<file path="config.mk">
export PLATFORM = sky130hd
export DESIGN_NAME = event_arbiter
export DESIGN_NICKNAME = d
export VERILOG_FILES = /design/src/rtl/event_arbiter_pkg.sv /design/src/rtl/event_arbiter_rr_pick.sv /design/src/rtl/event_arbiter.sv
export SDC_FILE = /design/constraint.sdc
export NUM_CORES = 1
export LEC_CHECK = 0
export ABC_AREA = 1
export BUFFER_PORTS_ARGS = -buffer_cell sky130_fd_sc_hd__clkbuf_2
export CELL_PAD_IN_SITES_DETAIL_PLACEMENT = 1
export CELL_PAD_IN_SITES_GLOBAL_PLACEMENT = 1
export CORE_UTILIZATION = 43
export DETAILED_ROUTE_END_ITERATION = 10
export MAX_ROUTING_LAYER = met4
export PLACE_DENSITY = 0.91
export SYNTH_ARGS = -nofsm -noshare
export SYNTH_HDL_FRONTEND = slang
export SYNTH_SLANG_ARGS = --single-unit
</file>
<file path="constraint.sdc">
create_clock -name clk -period 3.1 [get_ports clk]
set_input_delay 0.465 -clock clk [delete_from_list [all_inputs] [get_ports clk]]
set_output_delay 0.465 -clock clk [all_outputs]
set_load 0.01 [all_outputs]
</file>
<file path="src/rtl/event_arbiter_pkg.sv">
// event_arbiter_pkg
//   Shared definitions for the event arbiter slice: FSM state encodings and
//   the status code values produced from the registered event bit.
package event_arbiter_pkg;

  typedef enum logic [1:0] {
    ST_IDLE  = 2'd0,
    ST_GRANT = 2'd1,
    ST_GAP   = 2'd2
  } state_t;

  localparam logic [2:0] CODE_EV1 = 3'b010;
  localparam logic [2:0] CODE_EV0 = 3'b011;

endpackage

</file>
<file path="src/rtl/event_arbiter_rr_pick.sv">
// rr_pick
//   Combinational round-robin selector. Starting one position past rr_last
//   and wrapping modulo N_REQ, returns the first requester whose req bit is
//   set. Equivalent to rotate / priority-encode / un-rotate.
// Ports:
//   req     - per-requester request levels
//   rr_last - index of the most recent winner
//   valid   - at least one request is pending
//   winner  - selected requester index (0 when valid is low)
module rr_pick
  import event_arbiter_pkg::*;
#(
  parameter int IDX_W = 2,
  localparam int N_REQ = 1 << IDX_W
) (
  input  logic [N_REQ-1:0] req,
  input  logic [IDX_W-1:0] rr_last,
  output logic             valid,
  output logic [IDX_W-1:0] winner
);

  // Walk from the farthest candidate (rr_last itself) toward the nearest
  // (rr_last+1); the last hit written is therefore the closest one after
  // rr_last, which gives round-robin priority without a loop break.
  always_comb begin
    logic [IDX_W-1:0] idx;
    idx    = '0;
    winner = '0;
    valid  = |req;
    for (int i = N_REQ; i >= 1; i--) begin
      idx = rr_last + IDX_W'(i);
      if (req[idx]) winner = idx;
    end
  end

endmodule

</file>
<file path="src/rtl/event_arbiter.sv">
// event_arbiter
//   Shares one event-sampling register stage among N_REQ requesters with a
//   req/gnt handshake. Round-robin selection, a HOLD_MAX cycle grant limit
//   and one forced dead cycle (GAP) between owners.
// Ports:
//   clk     - system clock, rising edge
//   reset   - synchronous active-high reset
//   req     - per-requester request levels
//   ev      - per-requester event bits
//   gnt     - one-hot registered grant, zero when there is no owner
//   owner   - index of current or most recent owner
//   busy    - high while in GRANT
//   timeout - one-cycle pulse when a grant is revoked at HOLD_MAX
//   ev_q    - registered ev[owner] while granted, 0 otherwise
//   code    - CODE_EV1 if ev_q was 1 on the previous edge, else CODE_EV0
module event_arbiter
  import event_arbiter_pkg::*;
#(
  parameter int IDX_W    = 2,
  parameter int HOLD_MAX = 8,
  localparam int N_REQ   = 1 << IDX_W
) (
  input  logic             clk,
  input  logic             reset,
  input  logic [N_REQ-1:0] req,
  input  logic [N_REQ-1:0] ev,
  output logic [N_REQ-1:0] gnt,
  output logic [IDX_W-1:0] owner,
  output logic             busy,
  output logic             timeout,
  output logic             ev_q,
  output logic [2:0]       code
);

  state_t           state, state_n;
  logic [N_REQ-1:0] gnt_n;
  logic [IDX_W-1:0] owner_n;
  logic [IDX_W-1:0] rr_last, rr_last_n;
  logic [7:0]       cnt, cnt_n;
  logic             timeout_n;
  logic             ev_q_n;
  logic [2:0]       code_n;
  logic             pick_valid;
  logic [IDX_W-1:0] pick_winner;

  rr_pick #(.IDX_W(IDX_W)) u_pick (
    .req     (req),
    .rr_last (rr_last),
    .valid   (pick_valid),
    .winner  (pick_winner)
  );

  // Next-state and next-output logic. Release by the owner takes priority
  // over the hold limit, so a drop on the last allowed cycle is a normal
  // release with no timeout pulse.
  always_comb begin
    state_n   = state;
    gnt_n     = gnt;
    owner_n   = owner;
    rr_last_n = rr_last;
    cnt_n     = cnt;
    timeout_n = 1'b0;
    unique case (state)
      ST_IDLE: begin
        if (pick_valid) begin
          gnt_n              = '0;
          gnt_n[pick_winner] = 1'b1;
          owner_n            = pick_winner;
          rr_last_n          = pick_winner;
          cnt_n              = 8'd1;
          state_n            = ST_GRANT;
        end
      end
      ST_GRANT: begin
        if (!req[owner]) begin
          gnt_n   = '0;
          state_n = ST_GAP;
        end else if (cnt == 8'(HOLD_MAX)) begin
          gnt_n     = '0;
          timeout_n = 1'b1;
          state_n   = ST_GAP;
        end else begin
          cnt_n = cnt + 8'd1;
        end
      end
      ST_GAP: begin
        gnt_n   = '0;
        state_n = ST_IDLE;
      end
      default: begin
        gnt_n   = '0;
        state_n = ST_IDLE;
      end
    endcase

    // The sampling stage follows the owner on every GRANT edge, including
    // the releasing one; code is a fixed one-cycle lag of ev_q.
    ev_q_n = (state == ST_GRANT) ? ev[owner] : 1'b0;
    code_n = ev_q ? CODE_EV1 : CODE_EV0;
  end

  // State and output registers with synchronous reset.
  always_ff @(posedge clk) begin
    if (reset) begin
      state   <= ST_IDLE;
      gnt     <= '0;
      owner   <= '0;
      rr_last <= IDX_W'(N_REQ - 1);
      cnt     <= '0;
      timeout <= 1'b0;
      ev_q    <= 1'b0;
      code    <= CODE_EV0;
    end else begin
      state   <= state_n;
      gnt     <= gnt_n;
      owner   <= owner_n;
      rr_last <= rr_last_n;
      cnt     <= cnt_n;
      timeout <= timeout_n;
      ev_q    <= ev_q_n;
      code    <= code_n;
    end
  end

  assign busy = (state == ST_GRANT);

endmodule

</file>
==> metrics.txt, run 1 <==
simple-gate share of the synthesized area 0.380; Max Freq 615 MHz; first drt pass iteration count 7; post-synthesis cell count 173; Starting Density 0.459; period utilisation layout 0.524; Reg-to-Reg End gnt[2]$_SDFFE_PP0P_; main combinational cell family by area after synthesis simple AND/OR/NAND/NOR gates; Ys Warns 0; Synth Area in Adders 0.0194; Clock Skew 0.00233 ns; share of the synthesized area in the top cell type 0.326; unrepaired setup endpoints after global routing no; sw frac 0.497; final setup vio count 0; Crit Path Max Fanout 7; Flop pwr share 0.342; WP data arrival about 1.2 ns; H-tree depth 1; Comb pwr share 0.548; FF-to-FF setup slack 1.47 ns; Tmin final about 1.6 ns; R2R cell count 8; PD cells 848 mW/mm^2; gr usage total 0.233; Clock Pin Slew Worst Setup and Hold Paths between 0.1 and 0.15 ns; gpl congestion roughly 0.86; hold path depth 1; clk_lat worst skew approximately 0.30 ns; total CTS buffers 3; register area share after synthesis 0.326; ranking of synthesized cells by area dfxtp_1, nand2_1, nand2_2; area grow syn2layout 10.1%; Root Driver clkbuf_4; post-synth cell types 33; CP bufs+invs 2; I/O Pins 22; final hold violation count 0; Worst Path Required approximately 2.6 ns; largest area contributor in the netlist dfxtp_1; vias in the first global route 1228; Worst slew margin 0.660; Inst Count DP 219; met1 Use GR 0.268; Top delay family on crit path flip-flops; GRT Max-Usage Layer met2; Vias 1197; Clock power frac 0.110; DR DRC count 2; CTS resizes 0; post-route insts no fill 223; Net Sw Power about 0.00060 W; CP Class flip-flop to output port; CP peak stage delay 0.40 ns; cell-internal power ~0.00060 W; first-pass GRT wire length 5.69 mm; CTS Sinks 21; post-synthesis cell area 0.00129 sq mm; Worst IR Drop VDD 0.342 mV; post-route ant nets 0; met2 Use GR 0.427; Hold Worst Slack just over 0.4 ns; CP Cell Sequence inv_1 -> nor2_4 -> clkbuf_2; max_cap viols 0; layout cell share with drive strength beyond 1 0.328; Detailed Place HPWL 2.67 mm; slowest CP cell dfxtp_1; CTS tree built; CP Capture Type output port; row cnt 19; Tightest Pin Transition 0.506 ns; Setup TNS Final 0 ns; worst setup path end busy; syn nets roughly 190; largest net degree at the start of global routing 15; PortBufs 19; CTS max path bufs 2; multiplexer share of the synthesized area 0; crit path from state[0]$_SDFFE_PP0P_; Initial DRC Count about 50; nature of the critical path startpoint flip-flop; routed length per instance 14.7 microns; Die W 56.7 microns; violated checks DRC; GRT overflow 0; met3 Track Usage GR 0.0230; # hold bufs at CTS 0; initial antenna violation count 0; n_diodes 0; leakage power just over 0.6 nW; #FFs+latches synth 21; Vias/cell 5.37; Hold Path Class flip-flop to flip-flop; core area 0.00281 sq mm; Synth Area in XOR/XNOR 0.0272; fillers between 300 and 400; Mean Syn Cell Area ~7.4 sq um; # nets final 205; die area 0.00322 sq mm; Setup Fix Bufs, Post-CTS 0; outcome finished, violations left; WL final 3.28 mm; pins over their slew limit 0; die height 56.7 microns; critical path depth 3; Synth Area in Compound Gates 0.144; Worst R2R Start rr_last[0]$_SDFFE_PP1P_
[cell usage after synthesis]
cell type and n:
nand2_1 31, dfxtp_1 21, inv_1 16, nand2_2 16
nand3_1 12, nor2_1 11, a21oi_1 9, a21oi_2 7
nand4_1 6, inv_2 5, o21ai_0 4, o21ai_1 4
xor2_1 4, nand2_4 3, buf_4 2, conb_1 2
ha_1 2, nand3_4 2, o211ai_1 2, a21boi_1 1
buf_6 1, clkbuf_1 1, inv_4 1, inv_8 1
nand3_2 1, nand4_2 1, nor2_4 1, nor3_1 1
nor3b_1 1, nor3b_2 1, o21ai_2 1, o31ai_1 1
or2_2 1
[cell type report]
type	instances	area [sq um]	share of cell area
clock buffers	4	26.3	0.0185
inverters	23	96.3	0.0679
multi-input cells	125	742	0.523
flip-flops and latches	21	420	0.296
well taps	31	38.8	0.0273
repair buffers	19	95.1	0.0670
[cell usage in the layout (no fill, tap or decap), types with 5 or more instances in the layout]
cell type,instances
a21oi_1,9
a21oi_2,7
clkbuf_2,19
dfxtp_1,21
inv_1,16
inv_2,5
nand2_1,31
nand2_2,16
nand3_1,12
nand4_1,6
nor2_1,11
[registers in the layout, summed over array words and instances, names as in the netlist]
register / count
timeout: 1
state: 2
gnt: 4
ev_q: 1
code: 1
cnt: 8
rr_last: 2
owner: 2
[per-stage QoR]
step / setup slack [ns] / utilization / cell area, sq um / power, W
2_1_floorplan: 1.75 / - / 1290 / 0.000920
3_3_place_gp: 1.48 / 0.496 / 1390 / 0.00104
3_5_place_dp: 1.45 / 0.496 / 1390 / 0.00108
4_1_cts: 1.46 / 0.506 / 1420 / 0.00121
5_1_grt: 1.35 / 0.506 / 1420 / 0.00130
6_report: 1.47 / 0.506 / 1420 / 0.00120
[power by group through the flow]
stage               clock network (W)  logic (W)  registers [W]
global route                 0.000149   0.000729       0.000422
CTS                          0.000135   0.000663       0.000411
finish                       0.000132   0.000659       0.000412
floorplan                           0   0.000518       0.000402
global placement                    0   0.000627       0.000411
detailed placement                  0   0.000661       0.000417
[worst min-delay path by stage]
| stage | end | from | slack, ns |
|---|---|---|---|
| finish | code[0]$_SDFF_PP1_ | ev_q$_SDFF_PP0_ | 0.42 |
| global route | ev_q$_SDFF_PP0_ | ev[3] | 0.44 |
| CTS | code[0]$_SDFF_PP1_ | ev_q$_SDFF_PP0_ | 0.42 |
| detailed placement | code[0]$_SDFF_PP1_ | ev_q$_SDFF_PP0_ | 0.38 |
| global placement | code[0]$_SDFF_PP1_ | ev_q$_SDFF_PP0_ | 0.37 |
| floorplan | code[0]$_SDFF_PP1_ | ev_q$_SDFF_PP0_ | 0.41 |
[layer usage]
layer,wire [microns],share of wire
met1,1380,0.42
met2,1770,0.54
met3,84,0.026
met4,34,0.010
met5,0,0
[cells by family after synthesis]
logic type | count (synthesis)
xor+xnor | 4
flops | 21
fa+ha+maj | 2
other cells | 2
simple gates | 88
buf+inv | 27
compound gates | 29
Power figures use the tool's default switching activity.
==> run 2, diff against run 1 <==
CORE_UTILIZATION = 36   (was 43)
PLACE_DENSITY = 0.82   (was 0.91)
clock period = 1.4 ns   (was 3.1 ns; I/O delays follow)
==> metrics.txt, run 2 (same netlist as run 1, synthesis figures left out) <==
Hold Worst Slack 0.189 ns (was 0.415 ns); DR DRC count 0 (was 2); # nets final 222 (was 205); first-pass GRT wire length 5.12 mm (was 5.69 mm); first drt pass iteration count 4 (was 7); Die W 61.8 microns (was 56.7 microns); WL final 3.72 mm (was 3.28 mm); CTS Sinks 21 (unchanged); Starting Density 0.380 (was 0.459); Vias 1256 (was 1197); PD cells 1880 mW/mm^2 (was 848 mW/mm^2); vias in the first global route 1194 (was 1228); Hold Path Class input port to flip-flop (was flip-flop to flip-flop); PnR worst setup slack -0.0518 ns (was 1.47 ns); pins over their slew limit 0 (unchanged); final hold violation count 0 (unchanged); max FFs per register 8 (unchanged); GRT overflow 0 (unchanged); Worst IR Drop VDD 0.617 mV (was 0.342 mV); violated checks setup timing (was DRC); Biggest register cnt (unchanged); period utilisation layout 1.04; largest net degree at the start of global routing 14 (was 15); H-tree depth 1 (unchanged); Reg area 428 sq um (was 420 sq um); die area 0.00382 sq mm (was 0.00322 sq mm); WP data arrival 1.66 ns (was 1.16 ns); Vias/cell 4.93 (was 5.37); leakage power 0.801 nW (was 0.624 nW); gr usage total 0.191 (was 0.233); layout cell share with drive strength beyond 1 0.555 (was 0.328); CTS max path bufs 2 (unchanged); fillers 412 (was 380); CP Class flip-flop to flip-flop (was flip-flop to output port); Worst Path Required 1.60 ns (was 2.63 ns); top flop regs cnt (8), gnt (4) (unchanged); footprint of the multi-input gates 943 sq um (was 742 sq um); core area 0.00339 sq mm (was 0.00281 sq mm); Crit Path Max Fanout 3 (was 7); CP Capture Type flip-flop (was output port); n_diodes 0 (unchanged); most common cell after layout, fill and taps aside nand2_2 (was nand2_1); Initial DRC Count 25 (was 49); hold path depth 3 (was 1); die height 61.8 microns (was 56.7 microns); Clock Pin Slew Worst Setup and Hold Paths 0.12 ns (was 0.11 ns); # hold bufs at CTS 0 (unchanged); commonest non-fill, non-tap cells in the layout nand2_2, nand2_1, clkbuf_2 (was nand2_1, dfxtp_1, clkbuf_2); outcome finished, violations left (unchanged); max_cap viols 0 (unchanged); area grow syn2layout 41.3% (was 10.1%); Setup TNS Final -0.310 ns (was 0 ns); Clock Skew 0.00297 ns (was 0.00233 ns); unrepaired setup endpoints after global routing yes (was no); Max Freq 689 MHz; CTS tree built (unchanged); initial antenna violation count 0 (unchanged); post-route ant nets 0 (unchanged); row cnt 21 (was 19); PortBufs 19 (unchanged); total CTS buffers 3 (unchanged); gpl congestion 0.775 (was 0.858); Detailed Place HPWL 2.45 mm (was 2.67 mm); clk_lat worst skew 0.31 ns (was 0.30 ns); Tmin final 1.45 ns; Root Driver clkbuf_4 (unchanged); I/O Pins 22 (unchanged); final setup vio count 12 (was 0); routed length per instance 14.6 microns (was 14.7 microns); nature of the critical path startpoint flip-flop (unchanged); R2R cell count 8 (unchanged)
-- run 2: changes by cell type in the layout (fill, tap and decap cells not counted), moves of 3 or more --
cell	before	now
dfxtp_2	0	6
dfxtp_1	21	15
nand2_4	3	13
nand2_2	16	19
nand2_1	31	18
nand3_2	1	6
nand3_1	12	7
buf_4	0	13
-- run 2: metrics by stage --
stage          cell area [sq um]  utilization  power, W  setup slack [ns]  cells
5_1_grt                     1820        0.537   0.00368            -0.145    255
3_5_place_dp                1510        0.444   0.00251           -0.0582    245
6_report                    1820        0.537   0.00343           -0.0518    255
4_1_cts                     1570        0.463   0.00286           -0.0279    250
3_3_place_gp                1510        0.444   0.00247           -0.0465    245
2_1_floorplan               1290            -   0.00204            0.0456    173
-- run 2: routing by layer --
layer  part of all wire  track usage
met5                  0            -
met4              0.012       0.0667
met3              0.018       0.0248
met2               0.54        0.344
met1               0.43        0.215
-- run 2: critical path: stages (launching register included) --
cell and delay [ns]:
dfxtp_2 0.35, inv_1 0.06, ha_4 0.15, nor3b_4 0.15
nand4_4 0.09, nand3_4 0.13, buf_12 0.16, o21ai_0 0.19
a21oi_1 0.07
-- run 2: power breakdown --
part | switching (W) | internal (W)
clock network | 0.000189 | 0.000107
registers | 0.000138 | 0.000747
logic | 0.00136 | 0.000886
-- run 2: worst paths after layout --
path | start | endpoint | slack (ns)
max | cnt[1]$_SDFFE_PP0P_ | cnt[0]$_SDFFE_PP0P_ | -0.05
min | ev[3] | ev_q$_SDFF_PP0_ | 0.19
max reg2reg | cnt[1]$_SDFFE_PP0P_ | cnt[0]$_SDFFE_PP0P_ | -0.05
min reg2reg | ev_q$_SDFF_PP0_ | code[0]$_SDFF_PP1_ | 0.41
-- run 2: cell type report --
cell class                      instances  share of cell area
Clock buffer                            3              0.0124
Clock inverter                          1             0.00275
Inverter                               23              0.0625
Multi-Input combinational cell        126               0.518
Sequential cell                        21               0.235
Tap cell                               46              0.0316
Timing Repair Buffer                   35               0.137
-- run 2: timing repair --
action                                  4_1_cts  5_1_grt
pin swaps                                     1        9
gates resized for setup                       9       50
endpoints found under the setup margin       12       20
buffers inserted                              1        4
gates cloned                                  0        1
